[config.mk]
export PLATFORM = sky130hd
export DESIGN_NAME = prio_encoder_arb
export DESIGN_NICKNAME = d
export VERILOG_FILES = /design/src/rtl/prio_enc_pkg.sv /design/src/rtl/prio_select.sv /design/src/rtl/prio_encoder_arb.sv
export SDC_FILE = /design/constraint.sdc
export NUM_CORES = 1
export LEC_CHECK = 0
export BUFFER_PORTS_ARGS = -buffer_cell sky130_fd_sc_hd__buf_2
export CORE_MARGIN = 5
export CORE_UTILIZATION = 46
export CTS_CLUSTER_SIZE = 8
export DETAILED_ROUTE_END_ITERATION = 10
export PLACE_DENSITY = 0.76
export SLEW_MARGIN = 20
export SYNTH_ARGS = -nofsm -noshare
export SYNTH_HDL_FRONTEND = slang
export SYNTH_SLANG_ARGS = --single-unit
[constraint.sdc]
create_clock -name clk -period 1.7 [get_ports clk]
set_input_delay 0.085 -clock clk [delete_from_list [all_inputs] [get_ports clk]]
set_output_delay 0.085 -clock clk [all_outputs]
set_load 0.05 [all_outputs]
[src/rtl/prio_enc_pkg.sv]
// Shared definitions for the priority encoder / arbiter: mode encodings and
// the index-width helper used to size the encoded output.
package prio_enc_pkg;

  localparam logic MODE_FIXED = 1'b0;
  localparam logic MODE_RR    = 1'b1;

  // Ceiling log2 with a floor of 1, so a single request line still gets a
  // one-bit index port.
  function automatic int clog2_min1(input int n);
    int r;
    r = 0;
    while ((1 << r) < n) r++;
    return (r < 1) ? 1 : r;
  endfunction

endpackage

[src/rtl/prio_select.sv]
// Combinational request selector. Fixed mode picks the highest set index;
// round-robin mode picks the first set bit strictly after i_start, wrapping
// from N-1 back to 0. Also reports whether anything is set and whether more
// than one candidate competed.
module prio_select
  import prio_enc_pkg::*;
#(
  parameter  int N = 4,
  localparam int W = clog2_min1(N)
) (
  input  logic [N-1:0] i_vec,
  input  logic [W-1:0] i_start,
  input  logic         i_rr,
  output logic [W-1:0] o_idx,
  output logic [N-1:0] o_onehot,
  output logic         o_any,
  output logic         o_multi
);

  logic [W-1:0] w_idx;
  logic         w_any;
  int           w_cnt;
  int           w_pos;

  // Scan the candidate vector and resolve the winner for the active mode.
  // NOTE: every variable written here gets a default first, so no path leaves
  // a value unassigned and no latch is inferred.
  always_comb begin
    w_idx = '0;
    w_any = 1'b0;
    w_cnt = 0;
    w_pos = 0;
    for (int i = 0; i < N; i++) begin
      if (i_vec[i]) w_cnt = w_cnt + 1;
    end
    if (!i_rr) begin
      // Ascending scan; the last hit is the highest index.
      for (int i = 0; i < N; i++) begin
        if (i_vec[i]) begin
          w_idx = W'(i);
          w_any = 1'b1;
        end
      end
    end else begin
      // Walk offsets from farthest to nearest so the nearest hit after
      // i_start is the one that sticks.
      for (int k = N; k >= 1; k--) begin
        w_pos = (int'(i_start) + k) % N;
        if (i_vec[w_pos]) begin
          w_idx = W'(w_pos);
          w_any = 1'b1;
        end
      end
    end
  end

  assign o_idx    = w_idx;
  assign o_any    = w_any;
  assign o_onehot = w_any ? (N'(1) << w_idx) : '0;
  assign o_multi  = (w_cnt > 1);

endmodule

[src/rtl/prio_encoder_arb.sv]
// Registered N-to-log2(N) priority encoder with sticky request capture,
// fixed or round-robin arbitration, and a valid/ready output slot.
module prio_encoder_arb
  import prio_enc_pkg::*;
#(
  parameter  int N = 4,
  localparam int W = clog2_min1(N)
) (
  input  logic         clk,
  input  logic         rst_n,
  input  logic [N-1:0] req_i,
  input  logic         mode_i,
  input  logic         clear_i,
  input  logic         ready_i,
  output logic         valid_o,
  output logic [W-1:0] enc_o,
  output logic [N-1:0] onehot_o,
  output logic         multi_o
);

  logic [N-1:0] r_pending;
  logic         r_valid;
  logic [W-1:0] r_enc;
  logic [N-1:0] r_onehot;
  logic         r_multi;
  logic [W-1:0] r_ptr;

  logic [N-1:0] w_cand;
  logic         w_load;
  logic [W-1:0] w_sel_idx;
  logic [N-1:0] w_sel_onehot;
  logic         w_sel_any;
  logic         w_sel_multi;

  // Requests already captured plus anything arriving this cycle compete.
  assign w_cand = r_pending | req_i;
  // The output slot can take a new value when empty or being accepted.
  assign w_load = !r_valid || ready_i;

  prio_select #(.N(N)) u_select (
    .i_vec    (w_cand),
    .i_start  (r_ptr),
    .i_rr     (mode_i == MODE_RR),
    .o_idx    (w_sel_idx),
    .o_onehot (w_sel_onehot),
    .o_any    (w_sel_any),
    .o_multi  (w_sel_multi)
  );

  // Capture requests, load the output slot, and advance the round-robin
  // pointer. Clear dominates everything except reset; the pointer survives it.
  // NOTE: sequential state uses non-blocking assignments so every flop
  // samples the pre-edge values regardless of statement order.
  always_ff @(posedge clk or negedge rst_n) begin
    if (!rst_n) begin
      r_pending <= '0;
      r_valid   <= 1'b0;
      r_enc     <= '0;
      r_onehot  <= '0;
      r_multi   <= 1'b0;
      r_ptr     <= W'(N - 1);
    end else if (clear_i) begin
      r_pending <= '0;
      r_valid   <= 1'b0;
      r_enc     <= '0;
      r_onehot  <= '0;
      r_multi   <= 1'b0;
    end else if (w_load) begin
      r_valid   <= w_sel_any;
      r_enc     <= w_sel_idx;
      r_onehot  <= w_sel_onehot;
      r_multi   <= w_sel_multi;
      r_pending <= w_cand & ~w_sel_onehot;
      if (w_sel_any) r_ptr <= w_sel_idx;
    end else begin
      // Slot is stalled: hold the presented value, keep accumulating.
      r_pending <= w_cand;
    end
  end

  assign valid_o  = r_valid;
  assign enc_o    = r_enc;
  assign onehot_o = r_onehot;
  assign multi_o  = r_multi;

endmodule

=== After elaboration in Yosys (flattened, before gate mapping) ===
Index checks and enable logic that the tools add are counted.

* Add/subtract/negate cells: 7
* $mul: 0
* Div/mod/pow operators: 0
* Order comparisons: 5
* Eq/ne operators: 0
* Shifts and indexed selects: 1
* Multiplexer cells: 44
* Bitwise gates (word level): 8
* Reductions and logical operators: 8

{| class="wikitable"
|+ Operators by type and width
! cell !! number
|-
| $mux W32 || 3
|-
| $add A32 B2 Y32 const B || 2
|-
| $gt A32 B2 Y1 const B || 1
|-
| $mux W1 || 23
|-
| $mux W4 || 5
|-
| $mux W2 || 9
|-
| $lt A3 B4 Y1 const B || 4
|-
| $bmux W1 S2 || 4
|-
| $reduce_or A2 Y1 || 4
|-
| $add A2 B1 Y2 const B || 2
|-
| $add A2 B2 Y2 const B || 2
|-
| $and A1 B1 Y1 const A || 4
|-
| $and A4 B4 Y4 || 1
|-
| $not A4 Y4 || 1
|-
| $or A4 B4 Y4 || 1
|-
| $shl A1 B2 Y4 const A || 1
|-
| $reduce_and A3 Y1 || 1
|-
| $add A1 B1 Y2 const B || 1
|-
| $reduce_bool A2 Y1 || 1
|-
| $logic_not A1 Y1 || 1
|-
| $logic_or A1 B1 Y1 || 1
|-
| $not A1 Y1 || 1
|}

* Bits in registers: 14
* Bits in latches: 0
* Bits in writable memories: 0
* Memory bits (read-only): 0
* Input port bits: 9
* Logic and storage cells: 79
* Memories: 0

=== Logic depth before layout (Yosys ltp) ===
Gate-level depths: netlist of the first run.

* Word-level depth: 17
* Depth in mapped cells: 7
* Gate-level depth less buffers: 7

=== Modules after synthesis ===
Synthesis of the first run repeated with hierarchy kept, for this count alone.

* Cells, all modules: 111
* Area, all modules: 938.4 um^2

{| class="wikitable"
|+ By module, submodules not included
! module !! times used !! cells an instance !! area an instance (um^2) !! sequential area each (um^2)
|-
| prio_encoder_arb || 1 || 53 || 591.8 || 352.8
|-
| prio_select || 1 || 58 || 346.6 || 0.0
|}

=== Worst setup path after synthesis of the first run ===
No wires, ideal clock.

* Path type: register to register
* Start point: reg r_ptr[1]
* End point: reg r_pending[2]
* Setup time: 0.087 ns
* Arrival: 1.569 ns
* Data required time: 1.613 ns
* Path slack: 0.044 ns
* Stages on the path, launching flop included: 6
* Clock period less this slack: 1.656 ns
* Cells stage by stage: dfstp_2 o21ba_4 o2bb2ai_2 or3_4 and3_4 a211oi_2

* Cells in the longest elaborated chain, start to end: 15

{| class="wikitable"
|+ RTL lines
! item !! RTL line !! RTL
|-
| start: declaration || prio_encoder_arb.sv:26 || <nowiki>logic [W-1:0] r_ptr;</nowiki>
|-
| start signal: assignment || prio_encoder_arb.sv:61 || <nowiki>r_ptr <= W'(N - 1);</nowiki>
|-
| start signal: assignment || prio_encoder_arb.sv:74 || <nowiki>if (w_sel_any) r_ptr <= w_sel_idx;</nowiki>
|-
| $add A2 B1 Y2 || prio_select.sv:48 || <nowiki>w_pos = (int'(i_start) + k) % N;</nowiki>
|-
| $bmux W1 S2 || prio_select.sv:49 || <nowiki>if (i_vec[w_pos]) begin</nowiki>
|-
| $mux W1 (not written as such) (2 in series) || prio_select.sv:49 ||
|-
| $mux W2 (4 in series) || prio_select.sv:49 ||
|-
| $mux W2 || prio_select.sv:36 || <nowiki>if (!i_rr) begin</nowiki>
|-
| $shl A1 B2 Y4 || prio_select.sv:59 || <nowiki>assign o_onehot = w_any ? (N'(1) << w_idx) : '0;</nowiki>
|-
| $mux W4 (*) || prio_select.sv:59 ||
|-
| $not A4 Y4 (*) || prio_encoder_arb.sv:73 || <nowiki>r_pending <= w_cand & ~w_sel_onehot;</nowiki>
|-
| $and A4 B4 Y4 (*) || prio_encoder_arb.sv:73 ||
|-
| $mux W4 (*) || prio_encoder_arb.sv:68 || <nowiki>end else if (w_load) begin</nowiki>
|-
| $mux W4 (*) || prio_encoder_arb.sv:62 || <nowiki>end else if (clear_i) begin</nowiki>
|-
| end signal: assignment || prio_encoder_arb.sv:73 ||
|-
| end signal: assignment || prio_encoder_arb.sv:77 || <nowiki>r_pending <= w_cand;</nowiki>
|-
| end: declaration || prio_encoder_arb.sv:21 || <nowiki>logic [N-1:0] r_pending;</nowiki>
|}

Every way passes the cells marked *; elsewhere a longest branch is shown, timed or not. The select of a mux whose other input is x is not followed.
A chain may end at the register's enable or synchronous reset.

=== Worst setup path in the final report of the first run ===
* Start point: reg r_ptr[1]
* End point: reg r_pending[3]

The elaborated chain is that of the path after synthesis.

==> summary.txt, run 1 <==
Run status
  – Status: complete, no violations

Power
  – Sequential share of power: 0.383
  – Clock power share: 0.208
  – Leakage dissipation: about 0.00047 uW
  – Int Power: 712.3 uW
  – Comb pwr share: 0.409
  – Power Dens Cells: 1129 nW/um^2
  – Switch Pwr: 437.7 uW
  – Pwr Total: 1150 uW
  – Maximum vdd drop: 679.0 uV
  – Sw Share: 0.3806

Clocking
  – Clk pin slew, worst setup/hold paths: 90 ps
  – Clock Latency Late Sink: 280 ps
  – CTS tree: done
  – Root buffer cell: clkbuf_4
  – Clk buf depth: 2
  – Total CTS buffers: 3
  – H-tree Lvls: 1
  – CTS Sinks: 14

Floorplanning
  – I/O pin cnt: 17
  – Core area: about 1700 sq um
  – Die area: 2645 sq um
  – Starting Density: 0.4727
  – Rows: 15
  – Die height: 51.43 um
  – Die Wd: 51.43 um

Worst setup path
  – Critical path, cell by cell: o21ba_4 > o2bb2ai_2 > or3_4 > and3_4 > a211oi_2
  – Buf+Inv Stages, Crit Path: 0
  – Critical Path Slowest Stage Cell: dfstp_2
  – Delay of the slowest cell on the worst path: 560 ps
  – Arrival time worst endpoint: 1840 ps
  – Crit end category: flip-flop
  – Register-to-register setup slack: 60 ps
  – WP data required: 1900 ps
  – Max FO, Critical Path: 3
  – CP delay by family, top: flip-flops
  – Setup Crit Path Kind: reg -> reg
  – Setup crit start kind: flip-flop

Yosys
  – Post-synth EDFFs: 0
  – Syn Nets: 89
  – Register area share after synthesis: 0.4469
  – Unique masters post-synth: 35
  – FFs w/ async S/R, synth: 1.000
  – Mean Syn Cell Area: 9.994 sq um
  – Synth area leaders: dfrtp_1 38%, dfstp_2 6.7%, o21ai_0 5.7%
  – Share of the synthesized area in the top cell type: 0.3803
  – Synth area leader: dfrtp_1
  – Post-Syn Area: 789.5 sq um
  – Ys Warns: 0
  – Post-synthesis cell count: 79
  – Register bit count reported by yosys: 14
  – Primary FF master, synth: dfrtp_1

Timing
  – F_max: approximately 610 MHz
  – Period utilisation layout: 0.9675
  – Slew @ Worst Pin: between 300 and 400 ps
  – Crit path time final: 1645 ps
  – Slew Viols, Final: 0
  – Slew headroom: 0.7377
  – Fin. Hold Viols: 0
  – Clock skew: 4.076 ps
  – Final setup vio count: 0

Final layout
  – Layout net count: 117
  – Multi-input gate area: 454.2 sq um
  – Commonest non-fill, non-tap cell in the layout: buf_2
  – Antenna fix cells: 0
  – Commonest non-fill, non-tap cells in the layout: 16 x buf_2, 12 x dfrtp_1, 8 x nand2_1, 7 x o21ai_0, 7 x buf_4
  – FF+latch area: roughly 350 sq um
  – Final Non-Filler Cells: 123
  – Share of layout cells above drive strength 1: 0.4434
  – Syn-to-layout area delta: 29.00%
  – Fill cells: 133
  – Post-route cell area: 1018 sq um

Route
  – Detail Route Antenna Nets: 0
  – Routed wire length per instance: 14.98 um
  – Routed wire length: 1.843 mm
  – DRT Pass-1 Iters: 4
  – Via Count: 709
  – Starting DRC count in detailed routing: 20
  – Via/cell ratio: 5.764
  – DR DRC count: 0

Global routing
  – First-pass GRT wire length: 3.036 mm
  – Overflow left after global routing: 0
  – Largest net degree at the start of global routing: 15
  – Number of global-route vias before repair: slightly below 700
  – Initial antenna violation count: 0
  – Global-route usage over all layers: 0.1518

Placement
  – Port bufs: 16
  – Dpl cells: 116
  – GPL Wtd Cong: approximately 0.78
  – DP HPWL: 1.399 mm
  – DP Area: 924.6 sq um

Min path
  – Hold Path Class: in -> reg

Flow run
  – Max cap viols: 0
## sequential cells by signal, indices dropped and copies added, names as in the netlist
name,count
enc_o,2
multi_o,1
onehot_o,4
r_pending,4
r_ptr,2
valid_o,1
## cell families after synthesis
family | synth area share
buf+inv | 0.01901
simple gates | 0.2108
flops | 0.4469
compound gates | 0.3075
fa+ha+maj | 0.01585
## layout make-up
cell class,instances,share of cell area
Clock buffer,4,0.03563
Inverter,3,0.01106
Multi-Input combinational cell,61,0.4459
Sequential cell,14,0.3464
Tap cell,17,0.02088
Timing Repair Buffer,24,0.1400
## cells in the mapped netlist (2+ instances only)
| cell | instances |
|---|---|
| dfrtp_1 | 12 |
| o21ai_0 | 9 |
| nand2_1 | 8 |
| nor2_1 | 7 |
| a211oi_1 | 4 |
| inv_1 | 3 |
| a211oi_2 | 2 |
| a21oi_1 | 2 |
| a32oi_1 | 2 |
| dfstp_2 | 2 |
| nand2b_1 | 2 |
| nand3_1 | 2 |
| o31ai_1 | 2 |
## path summary, 6_finish.rpt
kind / end / cells past startpoint / from
max in group asynchronous: r_ptr[1] / 2 / rst_n
worst min-delay path: enc_o[1] / 4 / ready_i
worst max register to register: r_pending[3] / 5 / r_ptr[1]
min in group asynchronous: r_pending[1] / 2 / rst_n
worst max-delay path: r_pending[3] / 5 / r_ptr[1]
worst min register to register: multi_o / 2 / multi_o
## what timing repair did
item,CTS,global route
buffers inserted,2,0
setup endpoints to repair,4,13
pin swaps,2,3
endpoints found under the hold margin,14,0
resized for setup,0,10
hold buffers,1,0
## worst min-delay path, delay by kind of cell
family / cells / cell delay, ps
AOI/OAI and AO/OA: 1 / 60
and+or+nand+nor: 2 / 120
buffers and inverters: 1 / 80
## metrics by stage
stage,setup WS (ps),hold slack (ps),setup TNS (ps),util
floorplan,43.71,-210.6,0,-
global placement,16.60,-8.935,0,0.5536
detailed placement,-45.94,-0.7107,-85.45,0.5536
CTS,20.82,103.6,0,0.5903
global route,-15.96,103.1,-27.81,0.6097
finish,55.27,109.9,0,0.6097
## power groups by stage
stage	Sequential, uW	Clock [uW]	Combinational (uW)
after CTS	437	242	448
final	440	239	471
after floorplan	533	0	215
after global placement	443	0	414
after global routing	449	261	509
after detailed placement	448	0	420
## per-layer routing
metal	GRT usage	wire length (um)	up-vias
li1	-	-	350
met1	0.1934	814	340
met2	0.2606	939	17
met3	0.03207	76	2
met4	0.03493	12	0
met5	0	0	-
Note: power is estimated with default switching activity, not from simulation.
==> run 2, diff against run 1 <==
Settings changed: BUFFER_PORTS_ARGS -buffer_cell sky130_fd_sc_hd__buf_2 to -buffer_cell sky130_fd_sc_hd__buf_4, CTS_CLUSTER_DIAMETER from default to 150.
==> summary.txt, run 2 (synthesis gave the netlist of run 1 again) <==
Route
  – Via/cell ratio: 5.943 (+3.1%)
  – DRT Pass-1 Iters: 4 (unchanged)
  – Routed wire length: 1.903 mm (+3.3%)
  – Via Count: 725 (+2.3%)
  – Routed wire length per instance: 15.60 um (+4.1%)
  – DR DRC count: 0 (unchanged)
  – Starting DRC count in detailed routing: 11 (-45%)
  – Detail Route Antenna Nets: 0 (unchanged)

Floorplanning
  – I/O pin cnt: 17 (unchanged)
  – Die height: 51.43 um (unchanged)
  – Die area: 2645 sq um (unchanged)
  – Rows: 15 (unchanged)
  – Die Wd: 51.43 um (unchanged)
  – Starting Density: 0.4727 (unchanged)
  – Core area: 1670 sq um (unchanged)

Final layout
  – Final Util: 0.6292 (+0.01948)
  – Commonest non-fill, non-tap cell in the layout: buf_4
  – Final Non-Filler Cells: 122 (-0.81%)
  – Share of layout cells above drive strength 1: 0.4095 (-0.03387)
  – Post-route cell area: 1051 sq um (+3.2%)
  – Layout net count: 116 (-0.85%)
  – FF+latch area: 352.8 sq um (unchanged)
  – Antenna fix cells: 0 (unchanged)
  – Fill cells: 135 (+1.5%)
  – Syn-to-layout area delta: 33.12%
  – Multi-input gate area: 454.2 sq um (unchanged)
  – Commonest non-fill, non-tap cells in the layout: 22 x buf_4, 12 x dfrtp_1, 8 x nand2_1, 8 x o21ai_0, 6 x nor2_1

Timing
  – F_max: 598.8 MHz (-1.5%)
  – Crit path time final: 1670 ps (+25.37 ps)
  – Period utilisation layout: 0.9824 (+0.01492)
  – RSZ-0062 raised after global routing: true
  – Slew headroom: 0.7331 (-0.004595)
  – Final setup vio count: 0 (unchanged)
  – Slew Viols, Final: 0 (unchanged)
  – Post-route worst setup slack: 29.90 ps (-25.37 ps)
  – Fin. Hold Viols: 0 (unchanged)
  – Slew @ Worst Pin: 400.4 ps (+6.893 ps)
  – Clock skew: 1.916 ps (-2.160 ps)

Min path
  – Hold depth: 2 (-2)
  – Hold EP: r_pending[0]
  – Min-delay src: clear_i
  – Hold Path Class: in -> reg

Worst setup path
  – Setup crit start kind: flip-flop
  – Crit end category: flip-flop
  – Arrival time worst endpoint: 1820 ps (-20 ps)
  – FF-to-FF End: onehot_o[0]
  – WP data required: 1850 ps (-50 ps)
  – Cells on worst reg2reg path: 4 (-1)
  – Setup Crit Path Kind: reg -> reg
  – Register-to-register setup slack: 30 ps (-30 ps)
  – Max FO, Critical Path: 6 (+3)
  – Worst r2r src: r_ptr[1]

Placement
  – GPL Wtd Cong: 0.7921 (+1.3%)
  – Pre-CTS setup slack: -25.50 ps (+20.44 ps)
  – DP Area: 964.7 sq um (+4.3%)
  – Port bufs: 16 (unchanged)
  – Dpl cells: 116 (unchanged)
  – DP HPWL: 1.420 mm (+1.5%)

Global routing
  – Global-route usage over all layers: 0.1632 (+0.01143)
  – Largest net degree at the start of global routing: 15 (unchanged)
  – Overflow left after global routing: 0 (unchanged)
  – Number of global-route vias before repair: 731 (+5.2%)
  – First-pass GRT wire length: 3.229 mm (+6.4%)
  – Initial antenna violation count: 0 (unchanged)

Power
  – Maximum vdd drop: 516.9 uV (-24%)
  – Leakage dissipation: 0.0004717 uW (+0.64%)
  – Pwr Total: 1169 uW (+1.7%)
  – Power Dens Cells: 1112 nW/um^2 (-1.5%)

Clocking
  – H-tree Lvls: 1 (unchanged)
  – Root buffer cell: clkbuf_4
  – CTS Sinks: 14 (unchanged)
  – Clock Latency Late Sink: 270 ps (about the same)
  – CTS tree: done
  – Clk buf depth: 2 (unchanged)
  – Total CTS buffers: 3 (unchanged)
  – Clk pin slew, worst setup/hold paths: 90 ps (about the same)

Run status
  – Status: complete, no violations

Flow run
  – Max cap viols: 0 (unchanged)
[run 2: where the power goes]
group          internal (uW)  switching, uW
registers                395           53.1
clock network            130            107
logic                    202            282
total                    727            442
[run 2: critical path: stages (launching register included)]
cell	delay [ps]
dfstp_2	580
o21ba_4	190
o31ai_2	290
a32o_1	350
o21ai_0	140
[run 2: repair_timing]
action	4_1_cts	5_1_grt
hold endpoints to repair	14	0
buffers inserted	0	1
resized for setup	2	5
setup endpoints to repair	5	12
hold buffers	1	0
pin swaps	1	2
[run 2: stage by stage]
| step | hold slack (ps) | setup TNS, ps |
|---|---|---|
| 6_report | 45.97 | 0 |
| 5_1_grt | 38.76 | -55.54 |
| 4_1_cts | 32.02 | 0 |
| 3_5_place_dp | -54.84 | -50.48 |
| 3_3_place_gp | -59.23 | 0 |
| 2_1_floorplan | -210.6 | 0 |
[run 2: how the worst max path moves through the flow]
stage                   end  cells past startpoint      from  slack, ps
2_1_floorplan  r_pending[2]                      5  r_ptr[1]         40
3_3_place_gp   r_pending[3]                      5  r_ptr[1]         20
3_5_place_dp   r_pending[2]                      5  r_ptr[1]        -30
4_1_cts        r_pending[3]                      5  r_ptr[1]          1
5_1_grt        r_pending[2]                      5  r_ptr[1]        -20
6_report        onehot_o[0]                      4  r_ptr[1]         30
[run 2: layout make-up]
class / count / share of cell area
multi-input combinational: 61 / 0.4321
sequential: 14 / 0.3357
timing repair buffer: 23 / 0.1667
clock buffer: 4 / 0.03452
tap: 17 / 0.02024
inverter: 3 / 0.01071
[run 2: layer usage]
metal  vias up  wire length (um)  global-route usage
met5         -                 0                   0
met4         0                12             0.05240
met3         2                80             0.04082
met2        15              1007              0.2754
met1       356               803              0.2018
li1        352                 -                   -
